==> config.mk <==
export PLATFORM = sky130hd
export DESIGN_NAME = cpu_bus_dma
export DESIGN_NICKNAME = d
export VERILOG_FILES = /design/src/rtl/cpu_bus_dma.sv
export SDC_FILE = /design/constraint.sdc
export NUM_CORES = 1
export LEC_CHECK = 0
export BUFFER_PORTS_ARGS = -buffer_cell sky130_fd_sc_hd__buf_2
export CAP_MARGIN = 20
export CORE_MARGIN = 2
export CORE_UTILIZATION = 35
export CTS_BUF_LIST = sky130_fd_sc_hd__clkbuf_4 sky130_fd_sc_hd__clkbuf_8
export CTS_CLUSTER_DIAMETER = 80
export DETAILED_ROUTE_END_ITERATION = 10
export PLACE_DENSITY = 0.65
export REMOVE_ABC_BUFFERS = 1
export SETUP_SLACK_MARGIN = 0.2
export SYNTH_ARGS = -nofsm -noshare
export SYNTH_HDL_FRONTEND = slang
export SYNTH_SLANG_ARGS = --single-unit
==> constraint.sdc <==
create_clock -name clock -period 2.9 [get_ports clock]
set_clock_uncertainty 0.1 [all_clocks]
set_input_delay 0.58 -clock clock [delete_from_list [all_inputs] [get_ports clock]]
set_output_delay 0.58 -clock clock [all_outputs]
set_load 0.03 [all_outputs]
==> src/rtl/cpu_bus_dma.sv <==
// cpu_bus_dma: CPU-side bus controller. Decodes CPU cycles onto mirrored work
// RAM, mirrored PRG ROM and the PPU register window, and runs the sprite-DMA
// engine that stalls the CPU while it copies one page into OAMDATA.
//
// Handshake: there is no valid/ready pair. clock_en qualifies every cycle; a
// CPU cycle is accepted on each enabled edge while cpu_stall is low. While
// cpu_stall is high the CPU must hold its cycle and its inputs are ignored.
// Port enables are driven even when clock_en is low, so macros gate with it.
module cpu_bus_dma #(
    parameter int                   RAM_AW    = 11,
    parameter int                   ROM_AW    = 15,
    parameter int                   REG_SEL_W = 3,
    parameter logic [15:0]          DMA_TRIG  = 16'h4014,
    parameter logic [REG_SEL_W-1:0] DMA_DST   = 3'h4,
    parameter int                   DMA_LEN   = 256
) (
    input  logic                 clock,
    input  logic                 reset,
    input  logic                 clock_en,
    input  logic [15:0]          cpu_addr,
    input  logic                 cpu_r_en,
    input  logic [7:0]           cpu_w_data,
    output logic [7:0]           cpu_r_data,
    output logic                 cpu_stall,
    output logic                 dma_active,
    output logic [RAM_AW-1:0]    ram_addr,
    output logic [7:0]           ram_wdata,
    output logic                 ram_rden,
    output logic                 ram_wren,
    input  logic [7:0]           ram_rdata,
    output logic [ROM_AW-1:0]    rom_addr,
    output logic                 rom_rden,
    input  logic [7:0]           rom_rdata,
    output logic [REG_SEL_W-1:0] reg_sel,
    output logic                 reg_en,
    output logic                 reg_rw,
    output logic [7:0]           reg_data_wr,
    input  logic [7:0]           reg_data_rd,
    output logic [2:0]           dbg_state
);

    typedef enum logic [2:0] {S_IDLE, S_DUMMY, S_ALIGN, S_READ, S_WRITE} state_t;
    typedef enum logic [1:0] {SRC_NONE, SRC_RAM, SRC_ROM, SRC_REG} src_t;

    // Index of the final byte; the counter is 8 bits so page+index never carries.
    localparam logic [7:0] LAST_IDX = 8'(DMA_LEN - 1);

    state_t     state;
    logic       parity;
    logic [7:0] cnt;
    logic [7:0] page;
    logic [7:0] open_bus;
    src_t       src;
    src_t       next_src;

    logic [15:0] bus_addr;
    logic        bus_rd;
    logic        bus_wr;
    logic        hit_ram;
    logic        hit_reg;
    logic        hit_rom;
    logic        trig;

    // Bus master mux: the CPU owns the bus only while the engine is idle.
    always_comb begin
        if (state == S_IDLE) begin
            bus_addr = cpu_addr;
            bus_rd   = cpu_r_en;
            bus_wr   = !cpu_r_en;
        end else begin
            bus_addr = {page, cnt};
            bus_rd   = (state == S_READ);
            bus_wr   = 1'b0;
        end
    end

    // Address decode of whichever master currently drives the bus.
    always_comb begin
        hit_ram = (bus_addr < 16'h2000);
        hit_reg = (bus_addr[15:13] == 3'b001);
        hit_rom = bus_addr[15];
        trig    = (state == S_IDLE) && !cpu_r_en && (cpu_addr == DMA_TRIG);
    end

    // Memory and register port drive; every enable is forced low during reset.
    always_comb begin
        ram_addr  = bus_addr[RAM_AW-1:0];
        ram_wdata = cpu_w_data;
        ram_rden  = !reset && bus_rd && hit_ram;
        ram_wren  = !reset && bus_wr && hit_ram;
        rom_addr  = bus_addr[ROM_AW-1:0];
        rom_rden  = !reset && bus_rd && hit_rom;
        if (state == S_WRITE) begin
            // DMA store: forward the byte fetched by the preceding READ.
            reg_en      = !reset;
            reg_rw      = 1'b1;
            reg_sel     = DMA_DST;
            reg_data_wr = cpu_r_data;
        end else begin
            reg_en      = !reset && (bus_rd || bus_wr) && hit_reg;
            reg_rw      = bus_wr;
            reg_sel     = bus_addr[REG_SEL_W-1:0];
            reg_data_wr = cpu_w_data;
        end
    end

    // Which port will own read data next cycle; writes and unmapped reads hold open bus.
    always_comb begin
        if (bus_rd && hit_ram)      next_src = SRC_RAM;
        else if (bus_rd && hit_rom) next_src = SRC_ROM;
        else if (bus_rd && hit_reg) next_src = SRC_REG;
        else                        next_src = SRC_NONE;
    end

    // Read data return mux, falling back to the open-bus latch.
    always_comb begin
        case (src)
            SRC_RAM: cpu_r_data = ram_rdata;
            SRC_ROM: cpu_r_data = rom_rdata;
            SRC_REG: cpu_r_data = reg_data_rd;
            default: cpu_r_data = open_bus;
        endcase
    end

    // Read-source and open-bus registers, frozen when clock_en is low.
    always_ff @(posedge clock) begin
        if (reset) begin
            src      <= SRC_NONE;
            open_bus <= 8'h00;
        end else if (clock_en) begin
            src      <= next_src;
            open_bus <= cpu_r_data;
        end
    end

    // DMA sequencer with cycle parity, page latch and byte counter.
    always_ff @(posedge clock) begin
        if (reset) begin
            state  <= S_IDLE;
            parity <= 1'b0;
            cnt    <= 8'h00;
            page   <= 8'h00;
        end else if (clock_en) begin
            parity <= !parity;
            case (state)
                S_IDLE: begin
                    if (trig) begin
                        state <= S_DUMMY;
                        page  <= cpu_w_data;
                        cnt   <= 8'h00;
                    end
                end
                // Parity flips on this edge; READ must land on an even cycle.
                S_DUMMY: state <= parity ? S_READ : S_ALIGN;
                S_ALIGN: state <= S_READ;
                S_READ:  state <= S_WRITE;
                S_WRITE: begin
                    cnt   <= cnt + 8'd1;
                    state <= (cnt == LAST_IDX) ? S_IDLE : S_READ;
                end
                default: state <= S_IDLE;
            endcase
        end
    end

    // Stall and status follow the FSM directly.
    always_comb begin
        cpu_stall  = (state != S_IDLE);
        dma_active = (state != S_IDLE);
        dbg_state  = state;
    end

endmodule
==> results of run 1 <==
-- final timing paths --
kind / from / to / slack (ps) / cells after the start
max reg2reg: dbg_state[2] / dbg_state[0] / 720 / 7
max: dbg_state[2] / ram_wren / 390 / 5
min: open_bus[1] / open_bus[1] / 390 / 2
min reg2reg: open_bus[1] / open_bus[1] / 390 / 2
-- power breakdown --
part / switching [uW] / total [uW] / leakage, uW / internal [uW]
Combinational: 395 / 575 / 0.00109 / 180
Sequential: 18.7 / 444 / 0.000243 / 425
Clock: 153 / 392 / 0.0000575 / 239
Total: 566 / 1410 / 0.00139 / 844
-- per-stage QoR --
| step | TNS [ps] | setup slack (ps) |
|---|---|---|
| 2_1_floorplan | -8480 | -670 |
| 3_3_place_gp | 0 | 522 |
| 3_5_place_dp | 0 | 465 |
| 4_1_cts | 0 | 303 |
| 5_1_grt | 0 | 210 |
| 6_report | 0 | 386 |
-- logic make-up after synthesis --
group,after synthesis,share of synthesized area
xor+xnor,1,0.00413
fa+ha+maj,1,0.00590
compound gates,26,0.0867
simple gates,126,0.274
buf+inv,43,0.123
mux,36,0.223
flops,30,0.283
-- state kept, by name, indices dropped and copies added, names as in the netlist --
signal	count
page	8
parity	1
src	2
open_bus	8
dbg_state	3
cnt	8
-- repair_timing --
action                     4_1_cts  5_1_grt
hold buffers                     0        0
gates resized for setup          0        2
setup endpoints to repair        0        2
-- final cells by class --
type                    instances  area, um2
clock buffers                   8        110
fillers                       618       3180
inverters                       5       18.8
multi-input cells             190       1260
flip-flops and latches         30        603
well taps                      75       93.8
repair buffers                121        623
-- tightest hold or removal path, stage by stage, from the launching register on --
cell	delay, ps
dfxtp_1	320
mux2i_1	60
nor2_1	70
-- per-layer routing --
layer | up-vias | GRT usage | share of wire
li1 | 1080 | - | -
met1 | 982 | 0.219 | 0.43
met2 | 57 | 0.293 | 0.52
met3 | 5 | 0.0253 | 0.044
met4 | 0 | 0.0533 | 0.0074
met5 | - | 0 | 0
-- cells in the final DEF, fill, tap and decap left out, drive strengths merged, types with 2 or more instances in the layout --
master,n
buf,121
nand2,52
nor2,35
dfxtp,30
mux2i,18
nand3,13
mux2,10
mux4,8
clkbuf,8
nor3,8
a21oi,7
inv,5
o21ai,4
a32oi,4
a21boi,3
or3b,2
a21o,2
nor4,2
or4,2
and2,2
==> reports/summary.md, run 1 <==
The flow ran to the end, and the final reports show no timing, DRC or antenna violations. The worst hold path belongs to the class reg2reg. Final number of hold-violating endpoints: 0. The core region is 5890 um2. Kind of cell adding the most delay to the critical path: simple AND/OR/NAND/NOR gates. The sequential-to-total area share from yosys stat was 0.283; the number of port buffers was 114. The final worst-path cycle share was 0.867; the count of clock tree sinks was 30. Once detail routing completed, the nets flagged for antenna violations numbered 0. The post-synthesis cell count is 263. The number of global-route vias before repair is 1891, and the number of max-cap violations is 0. In the synthesized netlist, the cells that appear most often are nand2_1, nor2_1, dfxtp_1. The clock passes through at most 2 buffers. Once layout is done, the placed cells without fillers occupy 2710 um2. Setup repair after global routing left no endpoint under its margin. For the row count, the log shows 28. The max-slew violation total from the final report was 0.

The final hold slack is 391 ps. Clock latency on the worst-skew pair, taken at its later pin, is 280 ps. The total power per unit cell area was 521 nW/um2; the wire length of the first global-routing pass was 8.82 mm.

Total placed cells including tap cells: 421. For the peak supply drop, the log shows 0.000246 V. The share of the core filled with cells in the final layout is 0.460. The die height works out to 81.8 um. Flip-flop cell with the highest count after synthesis: dfxtp_1. Data on the critical path is required at its endpoint by 2220 ps. Dividing the detail-routed via count by the number of cells gives 4.95. The number of detailed-routing iterations run before antenna repair came out at 4. After synthesis the cells add up to 2120 um2.

Yosys instantiated no cell more often than nand2_1. The H-tree generated during clock tree synthesis spans 2 levels. The largest net degree at the start of global routing was 34; the maximum fanout count along the critical path was 8. The capturing element type of the critical path is a primary output. In this run the clock root is driven by a clkbuf_8. For this run the aggregate overflow at the end of global routing stands at 0. The total CTS buffers is 5. A synthesized cell averages 8.06 um2.

The number of antenna diodes in the final layout is 0. The completed layout was analyzed and its total power is 1410 uW. Once layout is complete, the cells apart from fillers number 429. Routability-driven placement finished with a final weighted congestion of 0.795. Traced cell by cell, the critical path runs through nor3_4, inv_2, or4_1, nor3_1, buf_2. Data arrives at the worst endpoint at 1830 ps.

In the routed design, unresolved DRC markers number 0. Number of placed I/O pins: 115. The largest total area in the synthesized netlist belongs to dfxtp_1. Top cell type's share of synthesized area: 0.283. The proportion of register bits with asynchronous set or reset after synthesis was 0.

In this run the static leakage power is 0.00139 uW. Summing over every cut layer, the via total after detailed routing is 2124. In the final routed layout, each cell accounts on average for 13.3 um. The critical path is of the reg2out type. After the last flow step, the layout net total stands at 406. In this run the horizontal extent of the chip is 81.8 um. For the number of antenna violations at the first check in global routing, the log shows 0. The tools report the tightest slew margin relative to the limit as 0.583. Share of post-route cells with drive strength above 1: 0.438.

The sum of buffers and inverters on the critical path was 2; the total setup violations reported at the end of the flow was 0. The delay of the slowest cell on the worst path came out at 490 ps. In this run, distinct cell masters in the synthesized netlist total 44. TritonCTS built the clock tree. Yosys attributes the largest share of cell area to dfxtp_1, nand2_1, mux2i_1, mux4_2, buf_4. Post-CTS timing repair inserted 0 buffers for setup. At the pin with the least slew margin, the transition time is 626 ps. The number of design-rule violations left by the first detailed-router iteration is 107, and the total of flip-flops plus latches after synthesis is 30.

The placed instances occupy a cell area of 2590 um2. The slowest stage of the critical path is the or4_1 cell. The placed wire-length estimate after detailed placement is 4.33 mm. The number of synthesis warnings was 0. The worst setup path is launched from a flop. The tools report the initial cell density of the core as 0.360. Relative to the synthesized area, the layout overhead comes to 27.7%. For the global-route usage over all layers, the log shows 0.170.

The count of flip-flops with a built-in enable after synthesis came out at 0. The overall die area is 6700 um2, and the shortest period the worst path allows is 2510 ps. Summed over all layers, the routed wires come to 5.69 mm. The highest attainable clock frequency came out at 0.398 GHz. After clock tree synthesis, the clock-pin slew on the worst setup and hold paths is 60 ps.
Note: power is estimated with default switching activity, not from simulation.
==> run 2: changes to the inputs <==
BUFFER_PORTS_ARGS = not set   (was -buffer_cell sky130_fd_sc_hd__buf_2)
DONT_BUFFER_PORTS = 1   (was not set)
PLACE_DENSITY = not set   (was 0.65)
SKIP_CTS_REPAIR_TIMING = 1   (was not set)
==> run 2 against run 1 <==
Against the previous run:
- maximum frequency down 1.7%
- register-to-register slack improved by 80 ps
- sequential power is essentially flat
- clock power fell by 15%
- cell count down 21%
==> reports/summary.md, run 2 (same netlist as run 1, synthesis figures left out) <==
The actual slew at the worst max-slew pin was 492 ps (was 626 ps); the number of remaining DRC errors was 0 (unchanged). For the number of global-route vias before repair, the log shows 1746 (was 1891). Setup repair after global routing left no endpoint under its margin. The post-detailed-route wirelength per cell is 17.5 um (was 13.3 um).

Classification of the worst-slack hold path: in2reg (was reg2reg). The logs give 0.391 GHz (was 0.398 GHz) for the highest attainable clock frequency and 2 (unchanged) for the maximum number of buffers from clock root to sink. For the placeable core region, the log shows 5890 um2 (unchanged). The tools report the reg-to-reg startpoint as dbg_state[2] (unchanged).

Maximum fanout count along the critical path: 9 (was 8). The end of the worst register-to-register path is dbg_state[0] (unchanged). The logs give 0 (unchanged) for the number of nets still failing antenna checks after routing and 0 (unchanged) for the number of max-cap violations. The insertion delay to the later sink of the worst-skew pair was 290 ps (was 280 ps).

The width of the chip was 81.8 um (unchanged). Start point of the worst hold path: reset (was open_bus[1]). The tools report the count of clock tree sinks as 30 (unchanged).

For the final cell area excluding filler cells, the log shows 2370 um2 (was 2710 um2). The final worst-path cycle share works out to 0.882 (was 0.867). The number of antenna violations at the first check in global routing is 0 (unchanged), and the initial cell density of the core is 0.360 (unchanged). For the area taken by multi-input logic gates, the log shows 1260 um2 (unchanged). The shortest period the worst path allows was 2560 ps (was 2510 ps). Final global-route overflow total: 0 (unchanged). The tools report the critical path startpoint category as a flop (unchanged). The total power per unit cell area was 554 nW/um2 (was 521 nW/um2); the share of the core filled with cells in the final layout was 0.402 (was 0.460).

The run finished with clean final reports. The antenna diode count is 0 (unchanged). For the overall die area, the log shows 6700 um2 (unchanged). The logs give 1310 uW (was 1410 uW) for the total power and 4 (unchanged) for the number of detailed-routing iterations run before antenna repair. The commonest non-fill, non-tap cell in the layout was nand2_1 (was buf_2).

Top library cells by usage in the layout, fill and taps aside: nand2_1, nor2_1, dfxtp_1, buf_4, mux2i_1 (was buf_2, nand2_1, nor2_1, dfxtp_1, mux2i_1). For the post-place instance area, the log shows 2280 um2 (was 2590 um2). The capturing element type of the critical path is a primary output (unchanged).

The static power due to leakage came out at 0.00104 uW (was 0.00139 uW). The wire length of the first global-routing pass was 8.87 mm (was 8.82 mm). The clock-pin transition on the worst setup and hold timing paths is 70 ps (was 60 ps), and the aggregate routed wire length is 5.96 mm (was 5.69 mm). For the final number of hold-violating endpoints, the log shows 0 (unchanged). The type of the setup path with the least slack is reg2out (unchanged). For the total setup violations reported at the end of the flow, the log shows 0 (unchanged). The area added between synthesis and finish was 11.7% (was 27.7%); the worst reg-to-reg setup slack was 800 ps (was 720 ps). The final layout net count is 318 (was 406), and the tightest slew margin relative to the limit is 0.671 (was 0.583). The number of port buffers came out at 0 (was 114). Via density per instance: 5.56 (was 4.95). The cell chosen for the clock root was clkbuf_8 (unchanged). The placed wire-length estimate after detailed placement is 4.40 mm (was 4.33 mm). The run gives 5 (unchanged) as the total CTS buffers.

Critical path arrival: 1880 ps (was 1830 ps). The tools report the largest net degree at the start of global routing as 34 (unchanged). The number of design-rule violations left by the first detailed-router iteration is 79 (was 107), and the share of post-route cells with drive strength above 1 is 0.249 (was 0.438). TritonCTS built the clock tree. Regs by FF count: cnt (8), open_bus (8), page (8) (unchanged). The total number of H-tree levels is 2 (unchanged), and the number of placed I/O pins is 115 (unchanged). The run gives 0.786 (was 0.795) as the final weighted congestion in routability-driven placement.

The row count was 28 (unchanged); the filler cell count in the final layout was 609 (was 618). The die height was 81.8 um (unchanged); the via count was 1889 (was 2124). The sequential standard cell area is 603 um2 (unchanged). Peak supply drop: 0.000330 V (was 0.000246 V). Count of cells along the worst hold path: 1 (was 2). Worst reg2reg path depth: 7 (unchanged).

The tools report the max-slew violation total from the final report as 0 (unchanged). Worst min-delay path endpoint: src[0] (was open_bus[1]). The global-route usage over all layers came out at 0.178 (was 0.170).

The endpoint required time on the critical path is 2220 ps (about the same).
[run 2: area by class of cell]
cell class / count / area share
multi-input combinational: 190 / 0.531
timing repair buffer: 33 / 0.131
clock inverter: 2 / 0.00634
inverter: 5 / 0.00792
sequential: 30 / 0.255
clock buffer: 5 / 0.0291
tap: 75 / 0.0396
[run 2: power by group]
group          total (uW)  internal, uW  switching [uW]
registers             443           425            18.0
clock network         333           164             170
logic                 536           177             359
[run 2: how the worst max path moves through the flow]
stage	startpoint	slack, ps	cells after the start	endpoint
after floorplan	dbg_state[2]	-670	5	ram_rden
after global placement	cpu_addr[3]	620	6	dbg_state[0]
after detailed placement	cpu_addr[3]	540	6	dbg_state[0]
after CTS	src[1]	330	3	reg_data_wr[2]
after global routing	dbg_state[2]	220	7	reg_en
final	src[1]	340	3	reg_data_wr[2]
[run 2: critical path: stages (launching register included)]
cell and delay (ps):
dfxtp_1 310, buf_4 210, mux4_2 660, mux2_2 400
[run 2: per-layer routing]
| layer | GRT usage | part of all wire |
|---|---|---|
| met1 | 0.196 | 0.39 |
| met2 | 0.320 | 0.51 |
| met3 | 0.0571 | 0.085 |
| met4 | 0.0567 | 0.013 |
| met5 | 0 | 0 |
[run 2: metrics by stage]
step / std cells / hold slack [ps] / TNS (ps) / setup WS [ps]
2_1_floorplan: 225 / 355 / -8480 / -670
3_3_place_gp: 333 / 368 / 0 / 620
3_5_place_dp: 333 / 387 / 0 / 542
4_1_cts: 340 / 246 / 0 / 332
5_1_grt: 340 / 244 / 0 / 217
6_report: 340 / 255 / 0 / 343
==> run 3: changes to the inputs <==
ABC_AREA = 1   (was not set)
==> run 3 against run 2 <==
Against the previous run:
- utilization rose by 1.2 points
- via count is 18% higher
- cell count up 31%
- highest routed layer unchanged
- hold slack better by 5.3 ps
- synthesized area increased by 1.5%
==> reports/summary.md, run 3 <==
The run finished with clean final reports. Post-place instance area: 2340 um2 (was 2280 um2). The critical path startpoint category was a flop (unchanged). The dominant combinational cell family by area after synthesis was simple AND/OR/NAND/NOR gates (unchanged).

Cell chosen for the clock root: clkbuf_8 (unchanged). The final number of hold-violating endpoints was 0 (unchanged); the width of the chip was 82.4 um (was 81.8 um). The share of synthesized cell area in and, or, nand and nor gates is 0.347 (was 0.274).

The tools report the insertion delay to the later sink of the worst-skew pair as 280 ps (was 290 ps). The tools report the total placed cells including tap cells as 435 (was 333). The post-synthesis cell count was 354 (was 263); the count of flip-flops with a built-in enable after synthesis was 0 (unchanged). The post-detailed-route wirelength per cell works out to 13.7 um (was 17.5 um). The maximum number of buffers from clock root to sink is 2 (unchanged).

The final global-route overflow total is 0 (unchanged). The endpoint required time on the critical path was 2220 ps (about the same); the actual slew at the worst max-slew pin was 475 ps (was 492 ps). Top post-synthesis cells by area: dfxtp_1, nand2_1, inv_1, o21ai_0, a21oi_1 (was dfxtp_1, nand2_1, mux2i_1, mux4_2, buf_4). Setup repair after global routing could not meet its margin everywhere.

The logs give 2460 um2 (was 2370 um2) for the final cell area excluding filler cells and 0 (unchanged) for the number of antenna violations at the first check in global routing. The power dissipated by switching net loads is 309 uW (was 547 uW). TritonCTS built the clock tree. The final hold slack was 261 ps (was 255 ps); the shortest period the worst path allows was 2610 ps (was 2560 ps). The top cell type's share of synthesized area was 0.279 (was 0.283).

The number of design-rule violations left by the first detailed-router iteration was 189 (was 79). The capturing element type of the critical path was a primary output (unchanged). The run gives 0.683 (was 0.671) as the tightest slew margin relative to the limit. The proportion of register bits with asynchronous set or reset after synthesis was 0 (unchanged); the row count was 28 (unchanged). The number of synthesis warnings was 0 (unchanged); the post-synthesis instance area was 2150 um2 (was 2120 um2).

The placeable core region came out at 5920 um2 (was 5890 um2). The adder-cell share of the synthesized area came out at 0.00581 (was 0.00590). For the filler cell count in the final layout, the log shows 635 (was 609). Most common library cells after synthesis: nand2_1, inv_1, nor2_1 (was nand2_1, nor2_1, dfxtp_1). The share of post-route cells with drive strength above 1 came out at 0.173 (was 0.249).

The die height is 82.4 um (was 81.8 um), and the via count is 2233 (was 1889). The critical path arrival is 1930 ps (was 1880 ps), and the post-synthesis mux area share is 0.0105 (was 0.223). Number of detailed-routing iterations run before antenna repair: 4 (unchanged). For the peak supply drop, the log shows 0.000368 V (was 0.000330 V). For the final instance count without filler cells, the log shows 445 (was 340). The aggregate routed wire length is 6.12 mm (was 5.96 mm), and the final worst-path cycle share is 0.901 (was 0.882). The overall die area was 6790 um2 (was 6700 um2). Fraction of power spent switching nets: 0.310 (was 0.416). The maximum fanout count along the critical path came out at 11 (was 9). The via density per instance is 5.02 (was 5.56), and the synthesized-area fraction occupied by ao, oa, aoi and oai cells is 0.165 (was 0.0867). For the combinational cell fraction of total power, the log shows 0.214 (was 0.409).

Commonest non-fill, non-tap cell in the layout: nand2_1 (unchanged). The run gives 0 (unchanged) as the max-slew violation total from the final report. Initial cell density of the core: 0.363 (was 0.360).

The internal power summed over all cells is 689 uW (was 766 uW). The run gives 0 (unchanged) as the antenna diode count. The total setup violations reported at the end of the flow is 0 (unchanged). The tools report the share of total power in sequential cells as 0.429 (was 0.337).

The total of flip-flops plus latches after synthesis came out at 30 (unchanged). The type of the setup path with the least slack was reg2out (unchanged). The sequential-to-total area share from yosys stat was 0.279 (was 0.283). The area taken by multi-input logic gates came out at 1170 um2 (was 1260 um2). The number of global-route vias before repair came out at 2053 (was 1746). The number of remaining DRC errors was 0 (unchanged).

The number of port buffers is 0 (unchanged), and the total CTS buffers is 5 (unchanged). The largest net degree at the start of global routing was 25 (was 34); the total power per unit cell area was 406 nW/um2 (was 554 nW/um2). Top library cells by usage in the layout, fill and taps aside: nand2_1, inv_1, nor2_1, buf_4 (was nand2_1, nor2_1, dfxtp_1, buf_4, mux2i_1).

The number of max-cap violations is 0 (unchanged). The tools report the highest attainable clock frequency as 0.383 GHz (was 0.391 GHz). For the final layout net count, the log shows 422 (was 318). The run gives 0.181 (was 0.178) as the global-route usage over all layers. The flip-flop cell with the highest count after synthesis was dfxtp_1 (unchanged).

The classification of the worst-slack hold path was in2reg (unchanged). Regs by FF count: cnt (8), open_bus (8), page (8) (unchanged). The number of nets still failing antenna checks after routing is 0 (unchanged), and the area added between synthesis and finish is 14.1% (was 11.7%). The tools report the count of different cell masters after synthesis as 31 (was 44). XOR/XNOR share of the synthesized area: 0.0122 (was 0.00413).

The wire length of the first global-routing pass is 9.40 mm (was 8.87 mm), and the average size of a mapped cell is 6.08 um2 (was 8.06 um2). The part of the power in the clock network came out at 0.357 (was 0.254). The final weighted congestion in routability-driven placement was 0.876 (was 0.786). Cell type with the highest aggregate area in the netlist: dfxtp_1 (unchanged). The sequential standard cell area is 602 um2 (was 603 um2), and the number of placed I/O pins is 115 (unchanged).

The clock-pin transition on the worst setup and hold timing paths came out at 70 ps (about the same). Most frequent cell after synthesis: nand2_1 (unchanged). The total number of H-tree levels is 2 (unchanged), and the placed wire-length estimate after detailed placement is 4.63 mm (was 4.40 mm). The run gives 30 (unchanged) as the count of clock tree sinks. The run gives 0.00111 uW (was 0.00104 uW) as the static power due to leakage.
-- run 3: changes by cell type in the layout (fill, tap and decap cells not counted), moves of 18 or more --
cell     before  now
o21ai_0       4   30
nand2_1      52   93
a21oi_1       7   30
mux2i_1      18    0
inv_1         4   44
-- run 3: path summary, 6_finish.rpt --
check | slack, ps | end | startpoint | cells after the start
hold / removal | 260 | src[1] | reset | 1
hold reg to reg | 390 | src[0] | src[0] | 2
setup / recovery | 290 | reg_sel[2] | dbg_state[2] | 4
setup reg to reg | 850 | cnt[0] | dbg_state[2] | 8
-- run 3: power groups by stage --
stage / sequential [uW] / combinational (uW) / clock (uW)
floorplan: 436 / 153 / 0
global placement: 436 / 213 / 0
detailed placement: 437 / 214 / 0
CTS: 428 / 215 / 362
global route: 428 / 232 / 386
finish: 428 / 213 / 357
-- run 3: area by class of cell --
class	count	share of cell area
inverters	47	0.0739
clock buffers	7	0.0367
repair buffers	38	0.126
multi-input cells	246	0.475
well taps	75	0.0382
clock inverters	1	0.00204
repair inverters	1	0.00306
flip-flops and latches	30	0.245
-- run 3: cells by family (layout without fill, tap and decap cells) --
family          count (synthesis)  in the layout
compound gates                 68             68
xor+xnor                        3              3
fa+ha+maj                       1              1
buf+inv                        78             94
flops                          30             30
mux                             2              2
simple gates                  172            172
-- run 3: routing by layer --
metal,part of all wire,up-vias,track usage
li1,-,1142,-
met1,0.44,1013,0.236
met2,0.48,70,0.291
met3,0.067,8,0.0391
met4,0.019,0,0.0683
met5,0,-,0
-- run 3: critical path, stage by stage (launching register included) --
cell and delay, ps:
dfxtp_1 320, buf_4 190, nand2_1 330, clkinvlp_4 350
or2_2 460
-- run 3: metrics by stage --
step,setup TNS [ps],util,total power (uW),setup WS [ps]
6_report,0,0.415,998,287
5_1_grt,0,0.415,1050,177
4_1_cts,0,0.411,1000,228
3_5_place_dp,0,0.395,651,537
3_3_place_gp,0,0.395,649,602
2_1_floorplan,-3980,-,588,-911
